===== config.mk =====
export PLATFORM = sky130hd
export DESIGN_NAME = minf_share_arbiter
export DESIGN_NICKNAME = d
export VERILOG_FILES = /design/src/rtl/minf_share_arbiter_pkg.sv /design/src/rtl/minf_share_result_fifo.sv /design/src/rtl/minf_share_arbiter.sv
export SDC_FILE = /design/constraint.sdc
export NUM_CORES = 1
export LEC_CHECK = 0
export ABC_CLOCK_PERIOD_IN_PS = 2700
export CAP_MARGIN = 10
export CORE_AREA = 2 2 192 194
export DETAILED_ROUTE_END_ITERATION = 8
export DIE_AREA = 0 0 194 196
export GPL_TIMING_DRIVEN = 0
export PLACE_DENSITY_LB_ADDON = 0.25
export SLEW_MARGIN = 15
export SYNTH_ARGS = -nofsm -noshare
export SYNTH_HDL_FRONTEND = slang
export SYNTH_HIERARCHICAL = 1
export SYNTH_SLANG_ARGS = --single-unit

===== constraint.sdc =====
create_clock -name clk -period 2.7 [get_ports clk]
set_input_delay 0.405 -clock clk [delete_from_list [all_inputs] [get_ports clk]]
set_output_delay 0.405 -clock clk [all_outputs]
set_load 0.01 [all_outputs]

===== src/rtl/minf_share_arbiter_pkg.sv =====
// Shared types and helpers for the shared float-minimum arbiter.
// Latency: n/a (package only).
// Backpressure: n/a. Provides tag/credit width helpers and the round-robin select.
package minf_share_arbiter_pkg;

  // Upper bound on requesters handled by the round-robin select.
  localparam int unsigned RR_MAX   = 32;
  localparam int unsigned RR_IDX_W = 5;

  typedef struct packed {
    logic                vld;
    logic [RR_IDX_W-1:0] idx;
  } rr_pick_t;

  // Index width for n items, never narrower than one bit.
  function automatic int unsigned min1_clog2(input int unsigned n);
    return (n <= 2) ? 1 : $clog2(n);
  endfunction

  // Width able to hold 0..depth inclusive.
  function automatic int unsigned credit_width(input int unsigned depth);
    return $clog2(depth + 1);
  endfunction

  // Mask-and-priority round robin: lowest requester at or above ptr wins;
  // if none, the lowest requester overall wins (wrap-around).
  function automatic rr_pick_t rr_select(input logic [RR_MAX-1:0] req,
                                         input logic [RR_IDX_W-1:0] ptr);
    logic [RR_MAX-1:0] hi;
    rr_pick_t          pick;
    hi   = req & ({RR_MAX{1'b1}} << ptr);
    pick = '0;
    for (int i = RR_MAX - 1; i >= 0; i--) begin
      if (req[i]) begin
        pick.vld = 1'b1;
        pick.idx = RR_IDX_W'(i);
      end
    end
    for (int i = RR_MAX - 1; i >= 0; i--) begin
      if (hi[i]) pick.idx = RR_IDX_W'(i);
    end
    return pick;
  endfunction

endpackage


===== src/rtl/minf_share_result_fifo.sv =====
// First-word-fall-through result FIFO, one per requester.
// Latency: a push is visible on pop_data_o/!empty_o the following cycle.
// Backpressure: push while full is only legal together with a pop (upstream credits guarantee it).
// Ports: clk/rst (sync, active-high), push_i/push_dat_i, pop_i, pop_dat_o, full_o, empty_o.
module minf_share_result_fifo #(
  parameter int DATA_WIDTH = 32,
  parameter int FIFO_DEPTH = 2
) (
  input  logic                  clk,
  input  logic                  rst,
  input  logic                  push_i,
  input  logic [DATA_WIDTH-1:0] push_dat_i,
  input  logic                  pop_i,
  output logic [DATA_WIDTH-1:0] pop_dat_o,
  output logic                  full_o,
  output logic                  empty_o
);
  import minf_share_arbiter_pkg::*;

  localparam int PTR_W = min1_clog2(FIFO_DEPTH);
  localparam int CNT_W = credit_width(FIFO_DEPTH);

  logic [DATA_WIDTH-1:0] mem_q [FIFO_DEPTH];
  logic [PTR_W-1:0]      wr_ptr_q, wr_ptr_d, rd_ptr_q, rd_ptr_d;
  logic [CNT_W-1:0]      cnt_q, cnt_d;
  logic                  do_push, do_pop;

  function automatic logic [PTR_W-1:0] ptr_inc(input logic [PTR_W-1:0] p);
    return (p == PTR_W'(FIFO_DEPTH - 1)) ? '0 : p + 1'b1;
  endfunction

  assign empty_o   = (cnt_q == '0);
  assign full_o    = (cnt_q == CNT_W'(FIFO_DEPTH));
  assign pop_dat_o = mem_q[rd_ptr_q];
  assign do_pop    = pop_i && !empty_o;
  // A full FIFO still accepts a push when the head leaves in the same cycle.
  assign do_push   = push_i && (!full_o || do_pop);

  always_comb begin
    wr_ptr_d = do_push ? ptr_inc(wr_ptr_q) : wr_ptr_q;
    rd_ptr_d = do_pop  ? ptr_inc(rd_ptr_q) : rd_ptr_q;
    cnt_d    = cnt_q + CNT_W'(do_push) - CNT_W'(do_pop);
  end

  always_ff @(posedge clk) begin
    if (rst) begin
      wr_ptr_q <= '0;
      rd_ptr_q <= '0;
      cnt_q    <= '0;
    end else begin
      wr_ptr_q <= wr_ptr_d;
      rd_ptr_q <= rd_ptr_d;
      cnt_q    <= cnt_d;
    end
  end

  always_ff @(posedge clk) begin
    if (do_push) mem_q[wr_ptr_q] <= push_dat_i;
  end

  a_no_overflow: assert property (@(posedge clk) disable iff (rst)
    !(push_i && full_o && !pop_i));

endmodule


===== src/rtl/minf_share_arbiter.sv =====
// Round-robin share of one fixed-latency float-min unit among NUM_REQ requesters.
// Latency: LATENCY+1 cycles from operand handshake to outs_valid (minimum).
// Backpressure: per-requester credits (FIFO_DEPTH) gate issue so the unit never stalls.
// Ports: clk/rst; ins_lhs/ins_rhs/ins_valid/ins_ready operand channels;
// outs/outs_valid/outs_ready result channels; unit_lhs/unit_rhs/unit_valid/unit_result to the unit.
module minf_share_arbiter
  import minf_share_arbiter_pkg::*;
#(
  parameter int DATA_WIDTH = 32,
  parameter int NUM_REQ    = 4,
  parameter int LATENCY    = 1,
  parameter int FIFO_DEPTH = 2
) (
  input  logic                          clk,
  input  logic                          rst,
  input  logic [NUM_REQ*DATA_WIDTH-1:0] ins_lhs,
  input  logic [NUM_REQ*DATA_WIDTH-1:0] ins_rhs,
  input  logic [NUM_REQ-1:0]            ins_valid,
  output logic [NUM_REQ-1:0]            ins_ready,
  output logic [NUM_REQ*DATA_WIDTH-1:0] outs,
  output logic [NUM_REQ-1:0]            outs_valid,
  input  logic [NUM_REQ-1:0]            outs_ready,
  output logic [DATA_WIDTH-1:0]         unit_lhs,
  output logic [DATA_WIDTH-1:0]         unit_rhs,
  output logic                          unit_valid,
  input  logic [DATA_WIDTH-1:0]         unit_result
);

  localparam int TAG_W  = min1_clog2(NUM_REQ);
  localparam int CRED_W = credit_width(FIFO_DEPTH);

  logic [TAG_W-1:0]  ptr_q, ptr_d;
  logic [NUM_REQ-1:0] elig, res_push, res_pop, fifo_full, fifo_empty;
  rr_pick_t          pick;
  logic              grant_vld;
  logic [TAG_W-1:0]  grant_idx, sel_idx;
  logic [CRED_W-1:0] credit_q [NUM_REQ];
  logic [CRED_W-1:0] credit_d [NUM_REQ];
  logic [LATENCY-1:0] tv_q;
  logic [TAG_W-1:0]  tag_q [LATENCY];

  // ---------------- arbitration ----------------
  always_comb begin
    for (int i = 0; i < NUM_REQ; i++) elig[i] = ins_valid[i] && (credit_q[i] != '0);
  end

  assign pick      = rr_select(RR_MAX'(elig), RR_IDX_W'(ptr_q));
  // Nothing is granted while reset is held, so no operand is consumed then.
  assign grant_vld = pick.vld && !rst;
  assign grant_idx = TAG_W'(pick.idx);
  assign sel_idx   = grant_vld ? grant_idx : ptr_q;

  assign unit_valid = grant_vld;
  assign unit_lhs   = ins_lhs[sel_idx*DATA_WIDTH +: DATA_WIDTH];
  assign unit_rhs   = ins_rhs[sel_idx*DATA_WIDTH +: DATA_WIDTH];

  always_comb begin
    ins_ready = '0;
    for (int i = 0; i < NUM_REQ; i++) ins_ready[i] = grant_vld && (grant_idx == TAG_W'(i));
  end

  always_comb begin
    ptr_d = ptr_q;
    if (grant_vld) ptr_d = (grant_idx == TAG_W'(NUM_REQ - 1)) ? '0 : grant_idx + 1'b1;
  end

  // ---------------- tag pipeline ----------------
  always_ff @(posedge clk) begin
    if (rst) begin
      ptr_q <= '0;
      tv_q  <= '0;
    end else begin
      ptr_q   <= ptr_d;
      tv_q[0] <= grant_vld;
      for (int k = 1; k < LATENCY; k++) tv_q[k] <= tv_q[k-1];
    end
  end

  always_ff @(posedge clk) begin
    tag_q[0] <= grant_idx;
    for (int k = 1; k < LATENCY; k++) tag_q[k] <= tag_q[k-1];
  end

  // ---------------- credits ----------------
  always_comb begin
    for (int i = 0; i < NUM_REQ; i++) begin
      res_push[i] = tv_q[LATENCY-1] && (tag_q[LATENCY-1] == TAG_W'(i));
      res_pop[i]  = outs_valid[i] && outs_ready[i];
      credit_d[i] = credit_q[i];
      if (ins_ready[i] && !res_pop[i])      credit_d[i] = credit_q[i] - 1'b1;
      else if (!ins_ready[i] && res_pop[i]) credit_d[i] = credit_q[i] + 1'b1;
    end
  end

  always_ff @(posedge clk) begin
    for (int i = 0; i < NUM_REQ; i++) begin
      if (rst) credit_q[i] <= CRED_W'(FIFO_DEPTH);
      else     credit_q[i] <= credit_d[i];
    end
  end

  // ---------------- result FIFOs ----------------
  for (genvar i = 0; i < NUM_REQ; i++) begin : g_req
    minf_share_result_fifo #(
      .DATA_WIDTH(DATA_WIDTH),
      .FIFO_DEPTH(FIFO_DEPTH)
    ) u_fifo (
      .clk       (clk),
      .rst       (rst),
      .push_i    (res_push[i]),
      .push_dat_i(unit_result),
      .pop_i     (res_pop[i]),
      .pop_dat_o (outs[i*DATA_WIDTH +: DATA_WIDTH]),
      .full_o    (fifo_full[i]),
      .empty_o   (fifo_empty[i])
    );
    assign outs_valid[i] = !fifo_empty[i];

    a_credit_max: assert property (@(posedge clk) disable iff (rst)
      credit_q[i] <= CRED_W'(FIFO_DEPTH));
    a_credit_nonneg: assert property (@(posedge clk) disable iff (rst)
      !(ins_ready[i] && credit_q[i] == '0));
    a_fifo_overflow: assert property (@(posedge clk) disable iff (rst)
      !(res_push[i] && fifo_full[i] && !res_pop[i]));
  end

endmodule


==> qor.log <==
qor: sta.report.final.slew_viol_count 0
qor: place.place_hpwl 36700 um
qor: power_and_ir_drop.p_leak 7.49 nW
qor: synth.netlist_area 13000 um^2
qor: setup_path.critical_path_peak_fanout 10
qor: global_route.first_global_vias 10600
qor: drt.wl 49800 um
qor: power_and_ir_drop.vdd.ir_drop.worst 0.000377 V
qor: power_and_ir_drop.p_per_area 690 nW/um^2
qor: synth.synth_area_per_cell 13.1 um^2
qor: global_route.overflow 0
qor: cells_and_area.nNetsFinal 1874
qor: setup_path.cp_data_required_time 2300 ps
qor: sta.worstMarginPinSlew 702 ps
qor: setup_path.timing.critical_path.to unit_lhs[5]
qor: clock_network.post_cts_hold_buffer_count 0
qor: cells_and_area.drive_above_1_share 27.9%
qor: sta.peak_freq 312 MHz
qor: cells_and_area.footprint_of_the_multi_input_gates 4940 um^2
qor: die.dieWidth 194 um
qor: setup_path.r2r_start credit_q[2][0]
qor: setup_path.worst_ep_arrival_time 2800 ps
qor: sta.post_route_setup_slack -508 ps
qor: global_route.grt_pass1_wl 68900 um
qor: drt.drt_pre_antenna_iters 5
qor: drt.vias_per_instance 5.12
qor: sta.rsz0062_at_grt yes
qor: clock_network.clock_path_buffers 3
qor: global_route.pin_count_of_the_biggest_net_entering_global_routing 35
qor: setup_path.launching_element_of_the_worst_setup_path credit_q[0][1]
qor: setup_path.timing.critical_path.from_type flop
qor: clock_network.cts.clk_slew.worst_paths 60 ps
qor: clock_network.sinks_on_clock_net 289
qor: drt.drc 0
qor: setup_path.setup.worst_path.class flop to output pin
qor: setup_path.regToRegSetupSlack 40 ps
qor: setup_path.terminus_of_the_critical_flop_to_flop_path credit_q[3][1]
qor: clock_network.tritoncts yes
qor: drt.total_vias_in_the_final_route 10500
qor: cells_and_area.final-seq-area 8370 um^2
qor: sta.tns -24590 ps
qor: cells_and_area.final.fill_count 3005
qor: die.initial_core_util 36.1%
qor: setup_path.timing.critical_path.to_type output pin
qor: sta.layout_worst_path_cycle_share 119%
qor: clock_network.clock_insertion_delay_worst_skew 540 ps
qor: run.maxCapViolCount 0
qor: run_status.failed_checks negative setup slack
qor: worst_hold_path.hold_path_class primary input to flop
qor: sta.report.final.setup_viol 67
qor: run_status.run_status finished with violations
qor: clock_network.htree_num_levels 1
qor: clock_network.cts.root.buffer_cell sky130_fd_sc_hd__clkbuf_16
qor: power_and_ir_drop.finalPower 14.4 mW
qor: global_route.grt_antenna_before_repair 1
qor: synth.total_nets_after_synthesis 1300
qor: die.die_area 38000 um^2
qor: synth.ys_warn_count 6
qor: drt.detail-route-antenna-nets 0
qor: sta.final_hold_viol_count 0
qor: drt.wl_per_cell 24.2 um
qor: place.placement.io_buffers 498
qor: drt.drtIter0Drc 669
qor: sta.worst_slew_margin_rel 53.1%
qor: global_route.globalRouteTotalUtil 24.5%
qor: die.fp.dieH 196 um
qor: synth.netlist_instances 990
qor: setup_path.r2r.worst_path.cells 11
qor: sta.finClkSkew 21.1 ps
qor: cells_and_area.finalCoreUtilization 57.9%
qor: die.boundaryPins 499
qor: place.gpl.final_weighted_congestion 0.980
qor: die.design.core.area 36100 um^2
qor: cells_and_area.area_growth 60.4%
qor: sta.layout_min_cycle_time 3210 ps
qor: clock_network.cts_inserted_buffers 29
qor: die.fp-row-count 70
per-stage QoR:
| step | setup WS, ps | cell area [um^2] | instances | hold slack (ps) |
|---|---|---|---|---|
| floorplan | 9.35 | 13000 | 990 | 472 |
| global placement | -2070 | 18600 | 1956 | 487 |
| detailed placement | -1390 | 18800 | 1964 | 495 |
| CTS | -485 | 20300 | 2038 | 373 |
| global route | -582 | 20900 | 2055 | 404 |
| finish | -508 | 20900 | 2056 | 392 |
worst min path at each step:
stage / start / end / slack (ps) / depth (start not counted)
2_1_floorplan: g_req[0].u_fifo/rd_ptr_q / flop / 470 / 2
3_3_place_gp: g_req[3].u_fifo/rd_ptr_q / g_req[3].u_fifo/rd_ptr_q / 490 / 2
3_5_place_dp: g_req[3].u_fifo/rd_ptr_q / g_req[3].u_fifo/rd_ptr_q / 500 / 2
4_1_cts: rst / flop / 370 / 2
5_1_grt: rst / g_req[0].u_fifo/rd_ptr_q / 400 / 2
6_report: rst / g_req[1].u_fifo/cnt_q[0] / 390 / 2
layer usage:
metal	global-route usage (%)	vias to the layer above	part of all wire, %
li1	-	4852	-
met5	0	-	0
met2	41.6	395	49
met1	29.3	5187	39
met3	6.53	91	7.6
met4	10.7	0	4.8
state kept, by name, summed over array words and instances (netlist names), named ones only:
signal                 count
tv_q                       1
ptr_q                      2
credit_q                   8
tag_q                      2
g_req.u_fifo/rd_ptr_q      4
g_req.u_fifo/wr_ptr_q      4
g_req.u_fifo/cnt_q         8
g_req.u_fifo/mem_q       256
where the power goes:
part	total, mW	switching, mW	internal, mW	leakage [nW]
clock	3.78	1.62	2.16	0.446
sequential	5.30	0.104	5.20	2.59
combinational	5.31	2.82	2.50	4.45
placed cells by master, fill, tap and decap left out, types with 5 or more instances in the layout:
cell	n
sky130_fd_sc_hd__clkinv_1	6
sky130_fd_sc_hd__buf_8	12
sky130_fd_sc_hd__buf_12	19
sky130_fd_sc_hd__clkinv_2	7
sky130_fd_sc_hd__a21oi_2	16
sky130_fd_sc_hd__nand2_4	14
sky130_fd_sc_hd__nor2_4	8
sky130_fd_sc_hd__dfxtp_1	26
sky130_fd_sc_hd__nand2_1	165
sky130_fd_sc_hd__mux2_1	33
sky130_fd_sc_hd__o21ai_1	7
sky130_fd_sc_hd__nor2b_1	8
sky130_fd_sc_hd__clkbuf_1	6
sky130_fd_sc_hd__a32oi_2	20
sky130_fd_sc_hd__clkbuf_16	34
sky130_fd_sc_hd__nand2b_1	8
sky130_fd_sc_hd__nor3_1	5
sky130_fd_sc_hd__nand2_2	26
sky130_fd_sc_hd__inv_1	15
sky130_fd_sc_hd__xor2_1	12
sky130_fd_sc_hd__edfxtp_1	256
sky130_fd_sc_hd__clkbuf_4	12
sky130_fd_sc_hd__mux2_2	100
sky130_fd_sc_hd__a32oi_1	39
sky130_fd_sc_hd__buf_2	56
sky130_fd_sc_hd__nor2_1	38
sky130_fd_sc_hd__buf_6	25
sky130_fd_sc_hd__ha_1	8
sky130_fd_sc_hd__a21oi_1	56
sky130_fd_sc_hd__clkdlybuf4s50_1	426
sky130_fd_sc_hd__buf_4	35
worst max-delay path, cell delays in order, from the launching register on:
cell and delay (ps):
sky130_fd_sc_hd__dfxtp_4 360, sky130_fd_sc_hd__o21ai_4 240, sky130_fd_sc_hd__o211ai_1 130, sky130_fd_sc_hd__a221o_2 470
sky130_fd_sc_hd__nand2_4 140, sky130_fd_sc_hd__buf_12 170, sky130_fd_sc_hd__buf_12 160, sky130_fd_sc_hd__nand2_1 80
sky130_fd_sc_hd__a32oi_2 280, sky130_fd_sc_hd__buf_2 200
cell type report:
cell class	count	area share (%)
clock buffers	34	3.57
multi-input cells	627	23.7
clock inverters	19	0.731
diodes	2	0.0240
well taps	468	2.80
plain buffers	58	3.22
inverters	16	0.288
repair buffers	543	25.6
flip-flops and latches	289	40.1
what timing repair did:
action                     in CTS  in global routing
pin swaps                      36                 60
setup endpoints to repair      84                 94
cloned                          5                  5
setup buffers                  17                 14
gates resized for setup       460                129
(Power assumes the default switching activity.)
